--- config.mk ---
export PLATFORM = sky130hd
export DESIGN_NAME = prga
export DESIGN_NICKNAME = d
export VERILOG_FILES = /design/src/rtl/arc4_pkg.sv /design/src/rtl/prga.sv
export SDC_FILE = /design/constraint.sdc
export NUM_CORES = 1
export LEC_CHECK = 0
export CAP_MARGIN = 0
export CORE_MARGIN = 10
export CORE_UTILIZATION = 48
export CTS_CLUSTER_SIZE = 10
export DETAILED_ROUTE_END_ITERATION = 6
export MAX_ROUTING_LAYER = met4
export PLACE_DENSITY = 0.81
export SLEW_MARGIN = 15
export SYNTH_ARGS = -nofsm -noshare
export SYNTH_HDL_FRONTEND = slang
export SYNTH_SLANG_ARGS = --single-unit
export TNS_END_PERCENT = 30
--- constraint.sdc ---
create_clock -name clk -period 1.9 [get_ports clk]
set_input_delay 0.19 -clock clk [delete_from_list [all_inputs] [get_ports clk]]
set_output_delay 0.19 -clock clk [all_outputs]
set_load 0.01 [all_outputs]
--- src/rtl/arc4_pkg.sv ---
// ARC4 shared definitions: byte width, S-array depth, message layout and the
// PRGA state encoding.
package arc4_pkg;

  localparam int unsigned ARC4_W     = 8;
  localparam int unsigned ARC4_DEPTH = 256;

  // Byte offset of the length field inside ct/pt messages.
  localparam int unsigned LEN_OFFSET = 0;

  typedef logic [ARC4_W-1:0] arc4_byte_t;

  typedef enum logic [3:0] {
    ST_IDLE,
    ST_RD_LEN,
    ST_LEN,
    ST_RD_SI,
    ST_SI,
    ST_SJ,
    ST_WR_SJ,
    ST_RD_PAD,
    ST_PAD,
    ST_DONE
  } prga_state_t;

endpackage

--- src/rtl/prga.sv ---
// ARC4 pseudo-random generation stage. On an en/rdy start it reads a
// length-prefixed ciphertext from ct memory, runs the ARC4 keystream over the
// S array in s memory (swapping in place) and writes the length-prefixed
// plaintext to pt memory. All memories are synchronous, 1-cycle read latency.
//
// Ports:
//   clk, rst_n            clock, async active-low reset
//   en / rdy              start request / idle-and-ready
//   s_addr/s_rddata/s_wrdata/s_wren     S array port
//   ct_addr/ct_rddata                   ciphertext (read only)
//   pt_addr/pt_rddata/pt_wrdata/pt_wren plaintext (pt_rddata unused)
//
// Memory interface signals are decoded from the state register: addresses
// issued in a state are sampled by the memory on the edge leaving it, and the
// write data is taken from read data arriving in that same state, so these
// cannot be pre-registered without adding cycles per byte.
module prga
  import arc4_pkg::*;
(
  input  logic              clk,
  input  logic              rst_n,
  input  logic              en,
  output logic              rdy,
  output logic [ARC4_W-1:0] s_addr,
  input  logic [ARC4_W-1:0] s_rddata,
  output logic [ARC4_W-1:0] s_wrdata,
  output logic              s_wren,
  output logic [ARC4_W-1:0] ct_addr,
  input  logic [ARC4_W-1:0] ct_rddata,
  output logic [ARC4_W-1:0] pt_addr,
  input  logic [ARC4_W-1:0] pt_rddata,
  output logic [ARC4_W-1:0] pt_wrdata,
  output logic              pt_wren
);

  prga_state_t state;
  arc4_byte_t  i;
  arc4_byte_t  j;
  arc4_byte_t  k;
  arc4_byte_t  len;
  arc4_byte_t  si;
  arc4_byte_t  sj;
  arc4_byte_t  ct_byte;

  // pt memory is write-only from this block.
  logic unused_pt_rddata;
  assign unused_pt_rddata = ^pt_rddata;

  // State sequencing and datapath registers.
  always_ff @(posedge clk or negedge rst_n) begin
    if (!rst_n) begin
      state   <= ST_IDLE;
      i       <= '0;
      j       <= '0;
      k       <= '0;
      len     <= '0;
      si      <= '0;
      sj      <= '0;
      ct_byte <= '0;
    end else begin
      case (state)
        ST_IDLE: begin
          if (en) state <= ST_RD_LEN;
        end
        ST_RD_LEN: begin
          state <= ST_LEN;
        end
        ST_LEN: begin
          len <= ct_rddata;
          i   <= '0;
          j   <= '0;
          k   <= ARC4_W'(1);
          state <= (ct_rddata == '0) ? ST_DONE : ST_RD_SI;
        end
        ST_RD_SI: begin
          i     <= i + ARC4_W'(1);
          state <= ST_SI;
        end
        ST_SI: begin
          si    <= s_rddata;
          j     <= j + s_rddata;
          state <= ST_SJ;
        end
        ST_SJ: begin
          sj    <= s_rddata;
          state <= ST_WR_SJ;
        end
        ST_WR_SJ: begin
          state <= ST_RD_PAD;
        end
        ST_RD_PAD: begin
          ct_byte <= ct_rddata;
          state   <= ST_PAD;
        end
        ST_PAD: begin
          if (k == len) begin
            state <= ST_DONE;
          end else begin
            k     <= k + ARC4_W'(1);
            state <= ST_RD_SI;
          end
        end
        ST_DONE: begin
          state <= ST_IDLE;
        end
        default: begin
          state <= ST_IDLE;
        end
      endcase
    end
  end

  // Memory port decode; everything is zero outside the states that use it.
  always_comb begin
    rdy       = 1'b0;
    s_addr    = '0;
    s_wrdata  = '0;
    s_wren    = 1'b0;
    ct_addr   = '0;
    pt_addr   = '0;
    pt_wrdata = '0;
    pt_wren   = 1'b0;
    case (state)
      ST_IDLE:   rdy = 1'b1;
      ST_RD_LEN: ct_addr = ARC4_W'(LEN_OFFSET);
      ST_LEN: begin
        pt_addr   = ARC4_W'(LEN_OFFSET);
        pt_wrdata = ct_rddata;
        pt_wren   = 1'b1;
      end
      ST_RD_SI:  s_addr = i + ARC4_W'(1);
      ST_SI:     s_addr = j + s_rddata;
      // S[j] arrives now; store it at S[i]. When i==j both writes hit the
      // same word with its own value, leaving S unchanged as ARC4 requires.
      ST_SJ: begin
        s_addr   = i;
        s_wrdata = s_rddata;
        s_wren   = 1'b1;
      end
      ST_WR_SJ: begin
        s_addr   = j;
        s_wrdata = si;
        s_wren   = 1'b1;
        ct_addr  = k;
      end
      ST_RD_PAD: s_addr = si + sj;
      ST_PAD: begin
        pt_addr   = k;
        pt_wrdata = s_rddata ^ ct_byte;
        pt_wren   = 1'b1;
      end
      default: ;
    endcase
  end

endmodule
-- Word level (Yosys, flattened, before mapping)
Cells that the tools add are included.
- register bits after elaboration: 60
- bits of input ports: 27
- add/subtract/negate cells: 4
- equality and inequality tests: 11
- muxes and demuxes: 16
- bitwise logic cells: 1
- reductions and logical operators: 8
- operator list (cell ; number):
    8-bit one-hot mux with 2 select lines ; 5
    8-bit one-hot mux with 5 select lines ; 1
    4-bit one-hot mux with 9 select lines ; 1
    8-bit 2-to-1 mux ; 3
    8-bit by 1-bit adder with 8-bit output, second input constant ; 2
    8-bit adder ; 2
    4-bit by 3-bit == test with 1-bit output, second input constant ; 4
    4-bit 2-to-1 mux ; 3
    4-bit by 2-bit == test with 1-bit output, second input constant ; 2
    8-bit == test ; 1
    8-bit logical NOT ; 1
    8-bit XOR ; 1
    2-bit nonzero test ; 3
    4-bit by 1-bit == test with 1-bit output, second input constant ; 1
    4-bit == test, second input constant ; 1
    4-bit logical NOT ; 1
    2-bit != test, second input constant ; 2
    2-bit OR reduction ; 2
    1-bit 2-to-1 mux ; 3
    2-bit AND reduction ; 1

-- Longest topological paths before layout
- depth after elaboration: 3
- depth in mapped cells: 7
- mapped depth without buffers: 7

-- Worst setup path before layout
Ideal clock, no wire load.
- kind: reg-to-output
- start point: register si[0]
- end point: output port s_addr[6]
- data arrival time: 1.850 ns
- data required time: 1.710 ns
- path slack: -0.140 ns
- cell stages (with the launch flop): 8
- path buffers: 0
- cells stage by stage: dfrtp_1 ha_1 fa_1 a211oi_1 o21bai_1 a21oi_1 xor2_1 o211ai_1
- cells in the longest elaborated chain, start to end: 2
- RTL lines (item ; RTL line ; source):
    start: declaration ; prga.sv:41 ; arc4_byte_t si;
    start signal: assignment ; prga.sv:80 ; si <= s_rddata;
    8-bit adder ; prga.sv:146 ; ST_RD_PAD: s_addr = si + sj;
    8-bit one-hot mux with 5 select lines ; prga.sv:123 ; case (state)
    end: declaration ; prga.sv:24 ; output logic [ARC4_W-1:0] s_addr,
Every way passes these cells.

-- Final worst setup path
- start point: register state[1]
- end point: output port s_addr[6]
- cells in the longest elaborated chain, start to end: 2
- RTL lines (item ; RTL line ; source):
    start: declaration ; prga.sv:36 ; prga_state_t state;
    start signal: assignment ; prga.sv:73 ; state <= (ct_rddata == '0) ? ST_DONE : ST_RD_SI;
    4-bit by 3-bit == test with 1-bit output or 4-bit by 2-bit == test with 1-bit output (tied branches) ; prga.sv:123 ;
    8-bit one-hot mux with 5 select lines (*) ; prga.sv:123 ;
Mark *: on every way between the ends. The rest lies on a longest branch, timed or not.

==> results.sh <==
export IMPL_outcome="complete, but fails checks"
export IMPL_violations="negative setup slack"
export IMPL_ys_ff_latch=60
export IMPL_wl_per_cell_um=23.0
export IMPL_yosysSeqAreaShare=0.385
export IMPL_ios=70
export IMPL_syn_area_sq_um=3900
export IMPL_grt_first_pass_wirelength_mm=24.2
export IMPL_core_sq_um=7810
export IMPL_synth_compound_area_share=0.153
export IMPL_clk_pin_slew_ns=0.08
export IMPL_fin_nets=706
export IMPL_area_delta_synth_final_pct=57.5
export IMPL_tns_ns=-12.29
export IMPL_synthMuxAreaShare=0.0157
export IMPL_fin_cells=769
export IMPL_crit_type="reg -> out"
export IMPL_grt_total_usage=0.265
export IMPL_worstPathArrival_ns=2.49
export IMPL_synth_cell_type_count=53
export IMPL_rows=32
export IMPL_ir_worst_vdd_mv=0.989
export IMPL_synth_nets=512
export IMPL_end_kind="output pin"
export IMPL_gp_congestion=0.950
export IMPL_htreeDepth=3
export IMPL_crit_slowest_cell="or4b_4"
export IMPL_cts_buffer_depth=2
export IMPL_grt_max_degree=61
export IMPL_utilization=0.787
export IMPL_maxSlewViolCount=0
export IMPL_mostFrequentLayoutCell="nand2_1"
export IMPL_cellPowerDensity_nw_per_um2=1690
export IMPL_crit_path_start_kind="register"
export IMPL_syn_inst=467
export IMPL_synth_edf_count=0
export IMPL_die_w_um=110
export IMPL_cts_tree="done"
export IMPL_avgViaCountPerCell=6.35
export IMPL_synth_top_family_by_area="simple AND/OR/NAND/NOR gates"
export IMPL_initial_core_util=0.500
export IMPL_wirelength_mm=17.7
export IMPL_synth_xor_area_frac=0.0651
export IMPL_synthFlopType="dfrtp_1"
export IMPL_clock_skew_ns=0.0115
export IMPL_dp_cells=717
export IMPL_ys_warn_count=0
export IMPL_grt_pass1_vias=4633
export IMPL_path_delay_family="simple AND/OR/NAND/NOR gates"
export IMPL_drc=0
export IMPL_synth_area_per_cell_sq_um=8.35
export IMPL_synth_simple_area_share=0.292
export IMPL_clock_latency_ns=0.36
export IMPL_synth_adder_area_share=0.0616
export IMPL_cts_root_buf="clkbuf_8"
export IMPL_min_period_ns=2.68
export IMPL_fin_crit_sh=1.41
export IMPL_drt_pre_antenna_iters=5
export IMPL_portBuffers=61
export IMPL_layout_common_cells="nand2_1 (135), buf_4 (123), dfrtp_1 (58)"
export IMPL_final_setup_worst_slack_ns=-0.775
export IMPL_max_freq_ghz=0.374
export IMPL_cts_sinks=60
export IMPL_dp_final_hpwl_mm=9.50
export IMPL_die_h_um=110
export IMPL_p_leak_nw=3.09
export IMPL_slew_headroom=0.673
export IMPL_hold_depth=4
export IMPL_rsz0062_at_grt="yes"
export IMPL_via_count=4881
export IMPL_async_flop_share=1.00
export IMPL_hp_class="in -> reg"
export IMPL_setup_viol=50
export IMPL_hold_ws_ns=0.377
export IMPL_total_power_mw=10.4
export IMPL_antenna_left=0
export IMPL_worstPathCellList="or4b_4, or4_1, mux2i_1, nor2_2, o211ai_1, buf_2"
export IMPL_worst_slew_pin_slew_ns=0.485
export IMPL_cp_depth=6
export IMPL_critical_path_peak_fanout=3
export IMPL_required_ns=1.71
export IMPL_drtIter0Drc=667
export IMPL_die_area_sq_um=12100
export IMPL_slowest_delay_ns=0.59
export IMPL_hold_violations=0
export IMPL_antenna_found_initial=1
export IMPL_cts_buffers=9
export IMPL_fillCellCount=444
export IMPL_drive_gt1_frac=0.405
export IMPL_max_cap_violations=0
export IMPL_path_buf_inv=1
export IMPL_reg2reg_depth=10
export IMPL_grt_ovfl_total=0
==> worst reg2reg max path: stages, from the launching register on <==
cell	delay, ns
dfrtp_2	0.45
ha_4	0.25
a211oi_4	0.33
buf_4	0.17
o21bai_2	0.08
and4b_1	0.21
nor3_2	0.16
buf_4	0.15
buf_4	0.10
buf_4	0.10
nand2_1	0.05
==> routing by layer <==
| metal | wire length, um | global-route usage | vias up |
|---|---|---|---|
| met5 | 0 | - | - |
| met4 | 1410 | 0.144 | 0 |
| met3 | 1790 | 0.0551 | 153 |
| met2 | 8330 | 0.430 | 424 |
| met1 | 6130 | 0.302 | 2292 |
| li1 | - | - | 2012 |
==> cell families after synthesis <==
| group | Yosys count |
|---|---|
| and+or+nand+nor | 240 |
| AOI/OAI and AO/OA | 88 |
| DFF | 60 |
| xor gates and xnor gates | 29 |
| buffers and inverters | 26 |
| adders and majority gates | 18 |
| muxes | 6 |
==> sequential cells by signal (all words and copies together), names as in the netlist <==
| signal | flops |
|---|---|
| k | 8 |
| state | 4 |
| ct_byte | 8 |
| sj | 8 |
| si | 8 |
| j | 8 |
| i | 8 |
| len | 8 |
==> cell type report <==
type | instances | area (sq um) | share of cell area
Clock inverter | 7 | 100 | 0.0163
Sequential cell | 60 | 1500 | 0.245
Clock buffer | 9 | 124 | 0.0202
Multi-Input combinational cell | 381 | 2570 | 0.419
Inverter | 3 | 11.3 | 0.00183
Timing Repair Buffer | 206 | 1700 | 0.277
Antenna cell | 1 | 2.50 | 0.000407
Tap cell | 102 | 128 | 0.0208
==> path summary, 6_finish.rpt <==
kind	slack, ns	startpoint	endpoint
worst max-delay path	-0.78	state[1]	s_addr[6]
worst max register to register	-0.25	j[1]	j[5]
max in group asynchronous	1.19	rst_n	state[3]
worst min-delay path	0.38	s_rddata[1]	si[1]
worst min register to register	0.49	sj[2]	sj[2]
min in group asynchronous	0.42	rst_n	j[0]
==> per-stage QoR <==
step | worst slack [ns] | instance area [sq um]
after floorplan | -0.0413 | 3920
after global placement | -0.813 | 5400
after detailed placement | -0.933 | 5400
after CTS | -0.660 | 5850
after global routing | -0.798 | 6140
final | -0.775 | 6140
==> cells in the mapped netlist, types with 2 or more instances <==
| library cell | n | area share |
|---|---|---|
| or2_2 | 3 | 0.0048 |
| nor4b_2 | 2 | 0.0077 |
| nor2_1 | 17 | 0.016 |
| o211ai_1 | 7 | 0.013 |
| nor4_1 | 6 | 0.0096 |
| xor2_1 | 15 | 0.034 |
| o21bai_1 | 3 | 0.0058 |
| fa_1 | 2 | 0.010 |
| nand2_1 | 144 | 0.14 |
| dfrtp_1 | 60 | 0.38 |
| a21oi_1 | 11 | 0.014 |
| clkbuf_1 | 17 | 0.016 |
| and2_1 | 18 | 0.029 |
| a22oi_1 | 5 | 0.0096 |
| o22ai_1 | 2 | 0.0032 |
| nand3_1 | 9 | 0.012 |
| buf_2 | 5 | 0.0064 |
| a221oi_1 | 4 | 0.0090 |
| mux2i_1 | 5 | 0.013 |
| and3_1 | 3 | 0.0048 |
| or3_1 | 2 | 0.0032 |
| a22o_1 | 8 | 0.018 |
| o21ai_0 | 25 | 0.032 |
| a21o_1 | 9 | 0.017 |
| nor2b_1 | 3 | 0.0048 |
| nor3_1 | 14 | 0.018 |
| nand2b_1 | 7 | 0.011 |
| a211oi_1 | 5 | 0.0096 |
| ha_1 | 16 | 0.051 |
| xnor2_1 | 14 | 0.031 |
| nor4b_1 | 2 | 0.0045 |
| inv_1 | 3 | 0.0029 |
==> repair_timing <==
action | CTS | global route
buffers inserted | 11 | 22
hold buffers | 1 | 0
gates cloned | 1 | 3
setup endpoints to repair | 55 | 51
resized for setup | 139 | 116
pin swaps | 23 | 18
hold endpoints to repair | 60 | 0
==> report_power, final <==
group          switching (mW)  internal (mW)  leakage (nW)
Sequential              0.470           1.79         0.754
Combinational            3.63           3.16          2.23
Clock                   0.618          0.745         0.102
Total                    4.72           5.69          3.09
(Power assumes the default switching activity.)
